`src/rtl/spi_arb_pkg.sv`:
```
// rtl/spi_arb_pkg.sv - shared state type and index width for the SPI bus arbiter
package spi_arb_pkg;

  // Index width sized for the largest supported requester count (8).
  localparam int NREQ_MAX = 8;
  localparam int IDX_W    = $clog2(NREQ_MAX);

  typedef enum logic [2:0] {
    ST_IDLE,
    ST_SETUP,
    ST_LOAD,
    ST_WAIT,
    ST_HOLD
  } arb_state_t;

endpackage

```
`src/rtl/spi_arb_rr_pick.sv`:
```
// rtl/spi_arb_rr_pick.sv - round-robin pick: first set request at or after ptr, wrapping
module spi_arb_rr_pick
  import spi_arb_pkg::*;
#(
  parameter int NREQ = 4
) (
  input  logic [NREQ-1:0]  req,
  input  logic [IDX_W-1:0] ptr,
  output logic [IDX_W-1:0] idx,
  output logic             valid
);

  localparam logic [IDX_W:0] NREQ_L = (IDX_W+1)'(NREQ);

  logic [2*NREQ-1:0] dbl;
  logic [NREQ-1:0]   rot;
  logic [IDX_W-1:0]  off;
  logic [IDX_W:0]    sum;

  // Rotating a doubled copy puts the requester at ptr into bit 0.
  always_comb begin
    dbl   = {req, req} >> ptr;
    rot   = dbl[NREQ-1:0];
    off   = '0;
    valid = 1'b0;
    for (int k = NREQ-1; k >= 0; k--) begin
      if (rot[k]) begin
        off   = IDX_W'(k);
        valid = 1'b1;
      end
    end
    sum = {1'b0, ptr} + {1'b0, off};
    if (sum >= NREQ_L) begin
      sum = sum - NREQ_L;
    end
    idx = sum[IDX_W-1:0];
  end

endmodule

```
`src/rtl/spi_bus_arbiter.sv`:
```
// rtl/spi_bus_arbiter.sv - round-robin sharing of one byte-wide SPI master among NREQ requesters
module spi_bus_arbiter
  import spi_arb_pkg::*;
#(
  parameter int NREQ     = 4,
  parameter int LEN_W    = 5,
  parameter int CS_GUARD = 2
) (
  input  logic                  clk_i,
  input  logic                  reset_i,
  input  logic [NREQ-1:0]       req_i,
  input  logic [NREQ*LEN_W-1:0] len_i,
  input  logic [NREQ*8-1:0]     tx_data_i,
  output logic [NREQ-1:0]       tx_ack_o,
  output logic [7:0]            rx_data_o,
  output logic [NREQ-1:0]       rx_valid_o,
  output logic [NREQ-1:0]       gnt_o,
  output logic                  busy_o,
  output logic [NREQ-1:0]       cs_n_o,
  output logic                  spi_start_o,
  output logic [7:0]            spi_data_o,
  input  logic [7:0]            spi_data_i,
  input  logic                  spi_fin_i
);

  localparam int               GRD_W    = (CS_GUARD > 1) ? $clog2(CS_GUARD) : 1;
  localparam logic [GRD_W-1:0] GRD_INIT = GRD_W'(CS_GUARD - 1);
  localparam logic [GRD_W-1:0] GRD_ONE  = GRD_W'(1);
  localparam logic [IDX_W-1:0] LAST_IDX = IDX_W'(NREQ - 1);

  arb_state_t       state;
  logic [IDX_W-1:0] rr_ptr;
  logic [IDX_W-1:0] win;
  logic [LEN_W-1:0] byte_cnt;
  logic [GRD_W-1:0] guard_cnt;

  logic [IDX_W-1:0] pick_idx;
  logic             pick_valid;
  logic [LEN_W-1:0] pick_len;
  logic [NREQ-1:0]  pick_onehot;
  logic [7:0]       win_tx;

  spi_arb_rr_pick #(
    .NREQ (NREQ)
  ) u_pick (
    .req   (req_i),
    .ptr   (rr_ptr),
    .idx   (pick_idx),
    .valid (pick_valid)
  );

  always_comb begin
    pick_len    = '0;
    pick_onehot = '0;
    win_tx      = '0;
    for (int r = 0; r < NREQ; r++) begin
      if (pick_idx == IDX_W'(r)) begin
        pick_len       = len_i[r*LEN_W +: LEN_W];
        pick_onehot[r] = 1'b1;
      end
      if (win == IDX_W'(r)) begin
        win_tx = tx_data_i[r*8 +: 8];
      end
    end
  end

  always_ff @(posedge clk_i or posedge reset_i) begin
    if (reset_i) begin
      state       <= ST_IDLE;
      rr_ptr      <= '0;
      win         <= '0;
      byte_cnt    <= '0;
      guard_cnt   <= '0;
      gnt_o       <= '0;
      cs_n_o      <= '1;
      busy_o      <= 1'b0;
      spi_start_o <= 1'b0;
      spi_data_o  <= '0;
      tx_ack_o    <= '0;
      rx_valid_o  <= '0;
      rx_data_o   <= '0;
    end else begin
      spi_start_o <= 1'b0;
      tx_ack_o    <= '0;
      rx_valid_o  <= '0;

      unique case (state)
        ST_IDLE: begin
          if (pick_valid) begin
            win       <= pick_idx;
            gnt_o     <= pick_onehot;
            cs_n_o    <= ~pick_onehot;
            busy_o    <= 1'b1;
            byte_cnt  <= pick_len;
            guard_cnt <= GRD_INIT;
            // LOAD itself is the last guard cycle, so a one-cycle guard skips SETUP.
            state     <= (CS_GUARD == 1) ? ST_LOAD : ST_SETUP;
          end
        end

        ST_SETUP: begin
          guard_cnt <= guard_cnt - 1'b1;
          if (guard_cnt == GRD_ONE) begin
            state <= ST_LOAD;
          end
        end

        ST_LOAD: begin
          spi_data_o  <= win_tx;
          spi_start_o <= 1'b1;
          tx_ack_o    <= gnt_o;
          state       <= ST_WAIT;
        end

        ST_WAIT: begin
          if (spi_fin_i) begin
            rx_data_o  <= spi_data_i;
            rx_valid_o <= gnt_o;
            if (byte_cnt == '0) begin
              guard_cnt <= GRD_INIT;
              state     <= ST_HOLD;
            end else begin
              byte_cnt <= byte_cnt - 1'b1;
              state    <= ST_LOAD;
            end
          end
        end

        ST_HOLD: begin
          if (guard_cnt == '0) begin
            gnt_o  <= '0;
            cs_n_o <= '1;
            busy_o <= 1'b0;
            rr_ptr <= (win == LAST_IDX) ? '0 : win + 1'b1;
            state  <= ST_IDLE;
          end else begin
            guard_cnt <= guard_cnt - 1'b1;
          end
        end

        default: state <= ST_IDLE;
      endcase
    end
  end

endmodule

```
`config.mk`:
```
export PLATFORM = sky130hd
export DESIGN_NAME = spi_bus_arbiter
export DESIGN_NICKNAME = d
export VERILOG_FILES = /design/src/rtl/spi_arb_pkg.sv /design/src/rtl/spi_arb_rr_pick.sv /design/src/rtl/spi_bus_arbiter.sv
export SDC_FILE = /design/constraint.sdc
export NUM_CORES = 1
export LEC_CHECK = 0
export CAP_MARGIN = 20
export CORE_MARGIN = 1
export CORE_UTILIZATION = 30
export CTS_BUF_LIST = sky130_fd_sc_hd__clkbuf_8
export CTS_CLUSTER_SIZE = 40
export DETAILED_ROUTE_END_ITERATION = 12
export SYNTH_ARGS = -nofsm -noshare
export SYNTH_HDL_FRONTEND = slang
export SYNTH_HIERARCHICAL = 1
export SYNTH_SLANG_ARGS = --single-unit
```
`constraint.sdc`:
```
create_clock -name clk_i -period 5.7 [get_ports clk_i]
set_clock_uncertainty 0.1 [all_clocks]
set_input_delay 0.57 -clock clk_i [delete_from_list [all_inputs] [get_ports clk_i]]
set_output_delay 0.57 -clock clk_i [all_outputs]
set_load 0.03 [all_outputs]
```
==> metrics, run 1 <==
Seq pwr share=roughly 34%; Cell Area, Synth=roughly 2700 µm²; most common cell in the netlist=nand2_1; Cell variety after synth=50; Seq/Total Area, Yosys=46.2%; Post-DRT Antenna Nets=0; Sw Pwr=approximately 740 µW; # port buffers=100; synth cell count leaders=nand2_1, dfrtp_1, o31ai_1; final hold violation count=0; metal3 WL=about 440 µm; Max Cap Violations=0; CTS Buf Count=5; Area growth, synth to finish=44.1%; setup violators final=0; DIE HEIGHT=between 90 and 100 µm; # DRC=0; Final #Nets=between 400 and 500; crit share post-route=between 60% and 70%; Slew @ Worst Pin=approximately 1.0 ns; RSZ-0062 raised after global routing=no; Setup CP Type=input port to flip-flop; Hold Buf Count CTS=0; CORE AREA=8680 µm²; CP cell instances=clkdlybuf4s50_1 > or3b_1 > o31ai_1 > a21oi_1 > nor2_1 > ha_1 > inv_1 > fa_1 > inv_1 > mux4_2 > a221o_1; DR vias/cell=4.96; Routed met2 length=roughly 3400 µm; setup TNS=0 ns; fraction of layout cells with a size suffix above 1=7.82%; sw frac=42.5%; Worst VDD drop=around 0.16 mV; most used cell along the critical path=inv_1; syn avg cell area=10.1 µm²; top cell family by delay on the critical path=buffers and inverters; CP Capture Type=flip-flop; # rows=34; CTS max path bufs=2; CTS sink cnt=a little under 50; routed length per instance=roughly 15 µm; Critical-path top delay cell=clkdlybuf4s50_1; Req. time, crit path=5.79 ns; outcome=finished, final reports clean; full die area=between 9000 and 10000 µm²; ranking of synthesized cells by area=dfrtp_1, nand2_1, mux4_2; Final Max Tran Viols=0; global-route wire length before repair=10700 µm; Int Pwr=1.00 mW; CP Data Arrival Time=approximately 3.6 ns; gate count after technology mapping=between 200 and 300; Lkg Pwr=1.58 nW; DRT met1 WL=~3000 µm; die width=just under 100 µm; post-DP HPWL=5250 µm; Clk pwr share=12.0%; antenna violations before repair=0; largest net degree at the start of global routing=50; Seq cells post-synth=49; part of the power in combinational logic=a little over half; drt first pass iters=5; gpl congestion=~0.8; gr ovfl total=0; Synth Flop Type=dfrtp_1; normalized max-slew margin=a little under a third; clock root buffer master=clkbuf_8; Post-Syn Nets=between 300 and 400; share of the synthesized area in the top cell type=between 40% and 50%; delay of the slowest cell on the worst path=about 0.55 ns; Total GRT Usage=15.2%; num ports=101; DRC marker count from the first detailed-route iteration=between 70 and 80; H-tree depth=2; Total Wirelength=around 6900 µm; YS warnings=6; Buffers & Inverters on Critical Path=3; Vias=~2300; Reg clk slew, reported paths=approximately 0.090 ns; Worst Hold Class=flip-flop to flip-flop; Max Freq=0.289 GHz; fin crit period=between 3 and 4 ns; post-CTS resize count=0; Initial Util=between 30 and 40%; clock latency on the worst-skew pair=just over 0.3 ns; crit-path max FO=14; EDFF count, synth=0; leading area contributor after synthesis=dfrtp_1; async set-reset flop share out of synthesis=100%; vias in the first global route=2232; power per cell area=between 400 and 500 nW/µm²; setup bufs post-CTS=0; post-layout util=44.2%; DR top layer=met4; # diodes=0; CP Launch Type=input port; CTS tree=done
## power groups by stage
stage	Combinational (mW)	Clock [mW]	Sequential [mW]
3_3_place_gp	0.942	0	0.599
6_report	0.945	0.210	0.592
2_1_floorplan	0.463	0	0.752
4_1_cts	0.955	0.216	0.593
5_1_grt	1.03	0.231	0.612
3_5_place_dp	0.958	0	0.596
## layer usage
layer	global-route usage [%]	vias to the layer above
met5	0	-
met4	4.98	0
met3	3.55	11
met2	27.0	82
met1	18.1	1086
li1	-	1132
## cell type report
| type | count | area, µm² |
|---|---|---|
| inverters | 13 | 48.8 |
| multi-input cells | 186 | 1300 |
| fillers | 869 | 4840 |
| flip-flops and latches | 49 | 1230 |
| repair buffers | 102 | 1030 |
| well taps | 108 | 135 |
| clock buffers | 5 | 68.8 |
| clock inverters | 3 | 22.5 |
## flip-flops by register name (all words and copies together), names as in the netlist
name,count
spi_data_o,8
rx_data_o,8
tx_ack_o,4
state,3
rr_ptr,3
byte_cnt,5
guard_cnt,1
busy_o,1
rx_valid_o,4
win,3
spi_start_o,1
gnt_o,4
cs_n_o,4
## through the flow
step	setup slack [ns]	hold slack [ns]	instances	area [µm²]	power (mW)
CTS	2.26	0.385	465	3820	1.76
floorplan	2.75	0.367	263	2660	1.22
global placement	1.98	0.359	457	3730	1.54
finish	2.24	0.380	466	3840	1.75
detailed placement	1.92	0.362	457	3730	1.55
global route	2.08	0.409	466	3840	1.87
## layout by cell type (no fill, tap or decap), drive strengths merged, types with 7 or more instances in the layout
| cell | instances |
|---|---|
| a21oi | 8 |
| a221oi | 8 |
| a22o | 10 |
| and2 | 9 |
| clkdlybuf4s50 | 100 |
| dfrtp | 45 |
| ha | 7 |
| inv | 13 |
| nand2 | 48 |
| nor2 | 13 |
| nor2b | 13 |
| o31ai | 14 |
## worst paths after layout
| kind | from | endpoint | slack [ns] | depth (start not counted) |
|---|---|---|---|---|
| max in group asynchronous | reset_i | cs_n_o[0]$_DFFE_PP1P_ | 4.45 | 3 |
| max | req_i[3] | byte_cnt[3]$_DFFE_PP0P_ | 2.24 | 11 |
| min | rx_data_o[7]$_DFFE_PP0P_ | rx_data_o[7]$_DFFE_PP0P_ | 0.38 | 2 |
| max reg2reg | rr_ptr[0]$_DFFE_PP0P_ | byte_cnt[3]$_DFFE_PP0P_ | 2.45 | 10 |
| min reg2reg | rx_data_o[7]$_DFFE_PP0P_ | rx_data_o[7]$_DFFE_PP0P_ | 0.38 | 2 |
| min in group asynchronous | reset_i | tx_ack_o[0]$_DFF_PP0_ | 0.47 | 2 |
## cells by family after synthesis
group           synth area share, %
buf+inv                        4.88
mux                            5.40
compound gates                 19.4
simple gates                   20.0
fa+ha+maj                      4.04
flops                          46.2
## worst min-delay path, cell delays in order (launching register included)
cell     delay, ns
dfrtp_1       0.35
nand2_1       0.05
nand2_1       0.05
No activity file was read; power rests on OpenSTA's default activity.
==> inputs of run 2 (changes only) <==
clock period = 3.1 ns   (was 5.7 ns; I/O delays follow)
==> metrics, run 2 (synthesis results as in run 1) <==
outcome=finished, final reports clean; power per cell area=845 nW/µm² (+86%); fin area=3950 µm² (+2.8%); CTS max path bufs=2 (unchanged); antenna violations before repair=0 (unchanged); crit-path max FO=5 (-9); largest net degree at the start of global routing=27 (-46%); Max Cap Violations=0 (unchanged); normalized max-slew margin=45.3% (+15 points); # port buffers=100 (unchanged); placed cell count=471 (+3.1%); clock latency on the worst-skew pair=0.31 ns (about the same); worst r2r dst=byte_cnt[4]$_DFFE_PP0P_; clock root buffer master=clkbuf_8; Worst VDD drop=0.294 mV (+82%); Reg clk slew, reported paths=0.09 ns (about the same); post-layout util=45.5% (+1.2 points); Area growth, synth to finish=48.1%; setup bufs post-CTS=0 (unchanged); gr ovfl total=0 (unchanged); Worst Hold Class=input port to asynchronous set/reset pin; Slew @ Worst Pin=0.813 ns (-0.209 ns); most frequent cells in the layout=clkdlybuf4s50_1, nand2_1, dfrtp_1; full die area=9260 µm² (unchanged); Final Max Tran Viols=0 (unchanged); # rows=34 (unchanged); placed inst area=3830 µm² (+2.8%); H-tree depth=2 (unchanged); CP Capture Type=flip-flop; final hold violation count=0 (unchanged); Hold Buf Count CTS=0 (unchanged); post-DP HPWL=5290 µm (+0.76%); setup TNS=0 ns (unchanged); Filler Cells Inserted=851 (-2.1%); DRC marker count from the first detailed-route iteration=65 (-13%); Total Wirelength=6830 µm (-1.6%); R2R depth=11 (+1); gpl congestion=0.777 (-3.2%); Post-DRT Antenna Nets=0 (unchanged); routed length per instance=14.3 µm (-4.3%); CP Data Arrival Time=2.98 ns (-0.57 ns); biggest regs=rx_data_o (8), spi_data_o (8), byte_cnt (5); CTS sink cnt=49 (unchanged); die width=96.2 µm (unchanged); CP endpoint=byte_cnt[4]$_DFFE_PP0P_; CTS Buf Count=5 (unchanged); # diodes=0 (unchanged); worst r2r src=rr_ptr[0]$_DFFE_PP0P_; global-route wire length before repair=10800 µm (+1.0%); Initial Util=30.7% (unchanged); CP startpoint=req_i[2]; setup violators final=0 (unchanged); Clk pwr share=13.9% (+1.9 points); Final #Nets=445 (+3.0%); CP Launch Type=input port; num ports=101 (unchanged); CORE AREA=8680 µm² (unchanged); Lkg Pwr=1.65 nW (+4.4%); drt first pass iters=6 (+1); part of the power in combinational logic=53.3% (-0.8 points); r2r setup slk=0.22 ns (-2.23 ns); Int Pwr=1.97 mW (+96%); DIE HEIGHT=96.2 µm (unchanged); fin crit period=between 2 and 3 ns; fraction of layout cells with a size suffix above 1=11.3% (+3.5 points); RSZ-0062 raised after global routing=no; Sw Pwr=1.37 mW (+84%); Finished Layout Cells=479 (+2.8%); post-CTS resize count=0 (unchanged); Req. time, crit path=3.20 ns (-2.59 ns); crit share post-route=between 90% and 100%; Max Freq=around 0.35 GHz; Fin Hold WS=0.258 ns (-0.122 ns); Vias=2339 (+1.2%); Setup CP Type=input port to flip-flop; vias in the first global route=2189 (-1.9%); Total GRT Usage=15.6% (+0.33 points); Seq pwr share=32.8% (-1.1 points); CTS tree=done; # DRC=0 (unchanged); sw frac=41.0% (-1.5 points); most common cell after layout, fill and taps aside=clkdlybuf4s50_1; DR vias/cell=4.88 (-1.5%)
==> run 2: layout make-up <==
class	count	area (µm²)	share of cell area (%)
multi-input cells	186	1300	33.0
flip-flops and latches	49	1230	31.2
repair buffers	115	1110	28.2
well taps	108	135	3.43
clock buffers	5	68.8	1.74
inverters	13	48.8	1.24
clock inverters	3	43.8	1.11
==> run 2: routing by layer <==
metal	global-route usage [%]	up-vias	share of wire, %
met4	5.22	0	1.2
met3	3.40	5	7.1
met5	0	-	0
met2	26.8	89	48
met1	19.2	1086	44
li1	-	1159	-
==> run 2: power groups by stage <==
stage | logic [mW] | registers [mW] | clock network, mW
after floorplan | 0.851 | 1.38 | 0
after global placement | 1.77 | 1.10 | 0
after detailed placement | 1.80 | 1.10 | 0
after CTS | 1.79 | 1.09 | 0.479
after global routing | 1.94 | 1.13 | 0.507
final | 1.78 | 1.09 | 0.464
==> run 2: per-stage QoR <==
step	setup WS, ns	total power [mW]
finish	0.220	3.33
detailed placement	-0.109	2.90
global placement	-0.0211	2.87
floorplan	0.215	2.23
CTS	0.184	3.37
global route	0.0227	3.58
==> run 2: worst max-delay path: stages <==
cell             delay, ns
clkdlybuf4s50_1       0.47
or3b_1                0.41
o31ai_1               0.10
nor3_1                0.11
nor2_1                0.12
ha_1                  0.17
inv_1                 0.05
fa_1                  0.44
inv_1                 0.13
buf_4                 0.15
mux4_2                0.28
a22o_1                0.24
==> run 2: how the worst min path moves through the flow <==
stage                                           to                startpoint  cells after the start  slack, ns
final                        tx_ack_o[1]$_DFF_PP0_                   reset_i                      2       0.26
after floorplan           rx_data_o[0]$_DFFE_PP0P_             spi_data_i[0]                      2       0.32
after detailed placement  rx_data_o[7]$_DFFE_PP0P_  rx_data_o[7]$_DFFE_PP0P_                      2       0.37
after global placement    rx_data_o[2]$_DFFE_PP0P_  rx_data_o[2]$_DFFE_PP0P_                      2       0.36
after global routing         tx_ack_o[3]$_DFF_PP0_                   reset_i                      2       0.32
after CTS                    tx_ack_o[1]$_DFF_PP0_                   reset_i                      2       0.28
==> inputs of run 3 (changes only) <==
ABC_AREA = 1   (was unset)
==> metrics, run 3 <==
outcome=finished, final reports clean; Vias=2627 (+12%); clock root buffer master=clkbuf_8; setup violators final=0 (unchanged); normalized max-slew margin=66.4% (+21 points); Req. time, crit path=3.21 ns (about the same); Final Max Tran Viols=0 (unchanged); power per cell area=957 nW/µm² (+13%); setup TNS=0 ns (unchanged); leading area contributor after synthesis=dfrtp_1; drt first pass iters=6 (unchanged); pre-CTS setup slack=0.0435 ns (+0.152 ns); largest net degree at the start of global routing=27 (unchanged); Area growth, synth to finish=44.4%; setup bufs post-CTS=0 (unchanged); fraction of layout cells with a size suffix above 1=13.9% (+2.6 points); H-tree depth=2 (unchanged); CP Data Arrival Time=2.92 ns (-0.06 ns); Cell Area, Synth=2780 µm² (+4.5%); Synth Flop Type=dfrtp_1; Reg clk slew, reported paths=0.11 ns (+0.02 ns); fin crit period=2.81 ns (-0.0673 ns); synth cell count leaders=nand2_1, dfrtp_1, nand3_1, nor2_1, inv_1; post-DP HPWL=5760 µm (+8.9%); CORE AREA=8850 µm² (+2.0%); Hold Buf Count CTS=0 (unchanged); global-route wire length before repair=12500 µm (+16%); biggest regs=rx_data_o (8), spi_data_o (8), byte_cnt (5); # port buffers=100 (unchanged); EDFF count, synth=0 (unchanged); die width=98.3 µm (+2.2%); Slew @ Worst Pin=0.502 ns (-0.311 ns); Lkg Pwr=1.83 nW (+11%); Final #Nets=528 (+19%); ranking of synthesized cells by area=dfrtp_1, nand2_1, nand3_1; gate count after technology mapping=347 (+32%); Cell variety after synth=33 (-34%); CP Launch Type=flip-flop; most common cell after layout, fill and taps aside=clkdlybuf4s50_1; Seq/Total Area, Yosys=44.2% (-2.0 points); Seq cells post-synth=49 (unchanged); Post-DRT Antenna Nets=0 (unchanged); gpl congestion=0.792 (+1.9%); # rows=34 (unchanged); CP Capture Type=flip-flop; num ports=101 (unchanged); Filler Cells Inserted=856 (+0.59%); most common cell in the netlist=nand2_1; full die area=9670 µm² (+4.4%); clock latency on the worst-skew pair=0.31 ns (about the same); Total Wirelength=7450 µm (+9.1%); R2R depth=18 (+7); DRC marker count from the first detailed-route iteration=69 (+6.2%); RSZ-0062 raised after global routing=no; routed length per instance=13.3 µm (-7.0%); crit-path max FO=7 (+2); final hold violation count=0 (unchanged); YS warnings=6 (unchanged); most frequent cells in the layout=clkdlybuf4s50_1, nand2_1, dfrtp_1; Total GRT Usage=15.9% (+0.36 points); gr ovfl total=0 (unchanged); # diodes=0 (unchanged); Setup WS post-layout=0.287 ns (+0.0673 ns); vias in the first global route=2637 (+20%); crit share post-route=90.7% (-2.2 points); CTS max path bufs=2 (unchanged); Worst VDD drop=0.480 mV (+63%); async set-reset flop share out of synthesis=100% (unchanged); Worst Hold Class=input port to asynchronous set/reset pin; Max Freq=0.356 GHz (+2.4%); post-CTS resize count=0 (unchanged); DIE HEIGHT=98.3 µm (+2.2%); Max Cap Violations=0 (unchanged); antenna violations before repair=0 (unchanged); Initial Util=31.5% (+0.77 points); share of the synthesized area in the top cell type=40.4% (-1.8 points); CTS tree=done; DR vias/cell=4.67 (-4.3%); syn avg cell area=8.02 µm² (-21%); CTS sink cnt=49 (unchanged); Post-Syn Nets=422 (+25%); CTS Buf Count=5 (unchanged); Setup CP Type=flip-flop to flip-flop; # DRC=0 (unchanged)
[run 3: cell types whose count changed after synthesis, sizes merged, moves of 10 or more]
cell and delta:
a21oi +14, a22o -10, inv +27, nand2 +32, nand3 +42, nor2 +37, nor2b -13, o31ai -12
[run 3: final timing paths]
check / endpoint / startpoint / slack [ns]
min in group clk_i: byte_cnt[4]$_DFFE_PP0P_ / byte_cnt[4]$_DFFE_PP0P_ / 0.40
setup reg to reg: byte_cnt[2]$_DFFE_PP0P_ / rr_ptr[0]$_DFFE_PP0P_ / 0.29
hold / removal: tx_ack_o[1]$_DFF_PP0_ / reset_i / 0.25
max in group asynchronous: cs_n_o[0]$_DFFE_PP1P_ / reset_i / 2.33
setup / recovery: byte_cnt[2]$_DFFE_PP0P_ / rr_ptr[0]$_DFFE_PP0P_ / 0.29
hold reg to reg: byte_cnt[4]$_DFFE_PP0P_ / byte_cnt[4]$_DFFE_PP0P_ / 0.40
[run 3: stage by stage]
| stage | instance area (µm²) | instances | util, % | hold slack (ns) | total power [mW] |
|---|---|---|---|---|---|
| global placement | 3920 | 554 | 44.2 | 0.374 | 3.42 |
| detailed placement | 3920 | 554 | 44.2 | 0.375 | 3.46 |
| global route | 4020 | 562 | 45.4 | 0.287 | 4.19 |
| CTS | 4010 | 562 | 45.3 | 0.267 | 3.88 |
| floorplan | 2780 | 347 | - | 0.349 | 2.69 |
| finish | 4020 | 562 | 45.4 | 0.253 | 3.85 |
[run 3: logic make-up after synthesis]
logic type	Yosys count	share of synthesized area, %
AND/OR/NAND/NOR	188	31.1
flip-flops	49	44.2
buffers and inverters	47	7.06
AO/OA/AOI/OAI	46	9.44
multiplexers	8	4.05
adder cells (fa/ha/maj)	8	3.87
XOR/XNOR	1	0.315
[run 3: worst max-delay path, cell delays in order (launching register included)]
cell	delay, ns
dfrtp_2	0.47
inv_2	0.09
nand2_1	0.06
nand2_1	0.07
nand2_1	0.05
nand2_1	0.08
nand2_1	0.06
a21oi_1	0.14
ha_1	0.19
inv_1	0.05
fa_1	0.35
nor3_1	0.28
inv_1	0.17
nand2_1	0.13
nor2_1	0.08
nand2_1	0.06
nand3_1	0.08
nor2_1	0.12
o21ai_1	0.08
[run 3: area by class of cell]
cell class / count / area, µm² / share of cell area [%]
clock inverters: 3 / 26.3 / 0.654
inverters: 41 / 154 / 3.83
multi-input cells: 251 / 1360 / 33.9
clock buffers: 5 / 68.8 / 1.71
flip-flops and latches: 49 / 1230 / 30.7
well taps: 108 / 135 / 3.36
repair buffers: 105 / 1040 / 25.8
[run 3: metal layers]
metal	vias up	part of all wire, %	GRT usage (%)
met1	1231	47	20.8
met4	0	0.56	2.87
met5	-	0	0
met2	56	47	27.0
met3	5	4.5	3.87
li1	1335	-	-
[run 3: where the power goes]
group	internal, mW	switching [mW]
clock	0.168	0.253
combinational	0.939	1.42
sequential	0.906	0.165
total	2.01	1.83
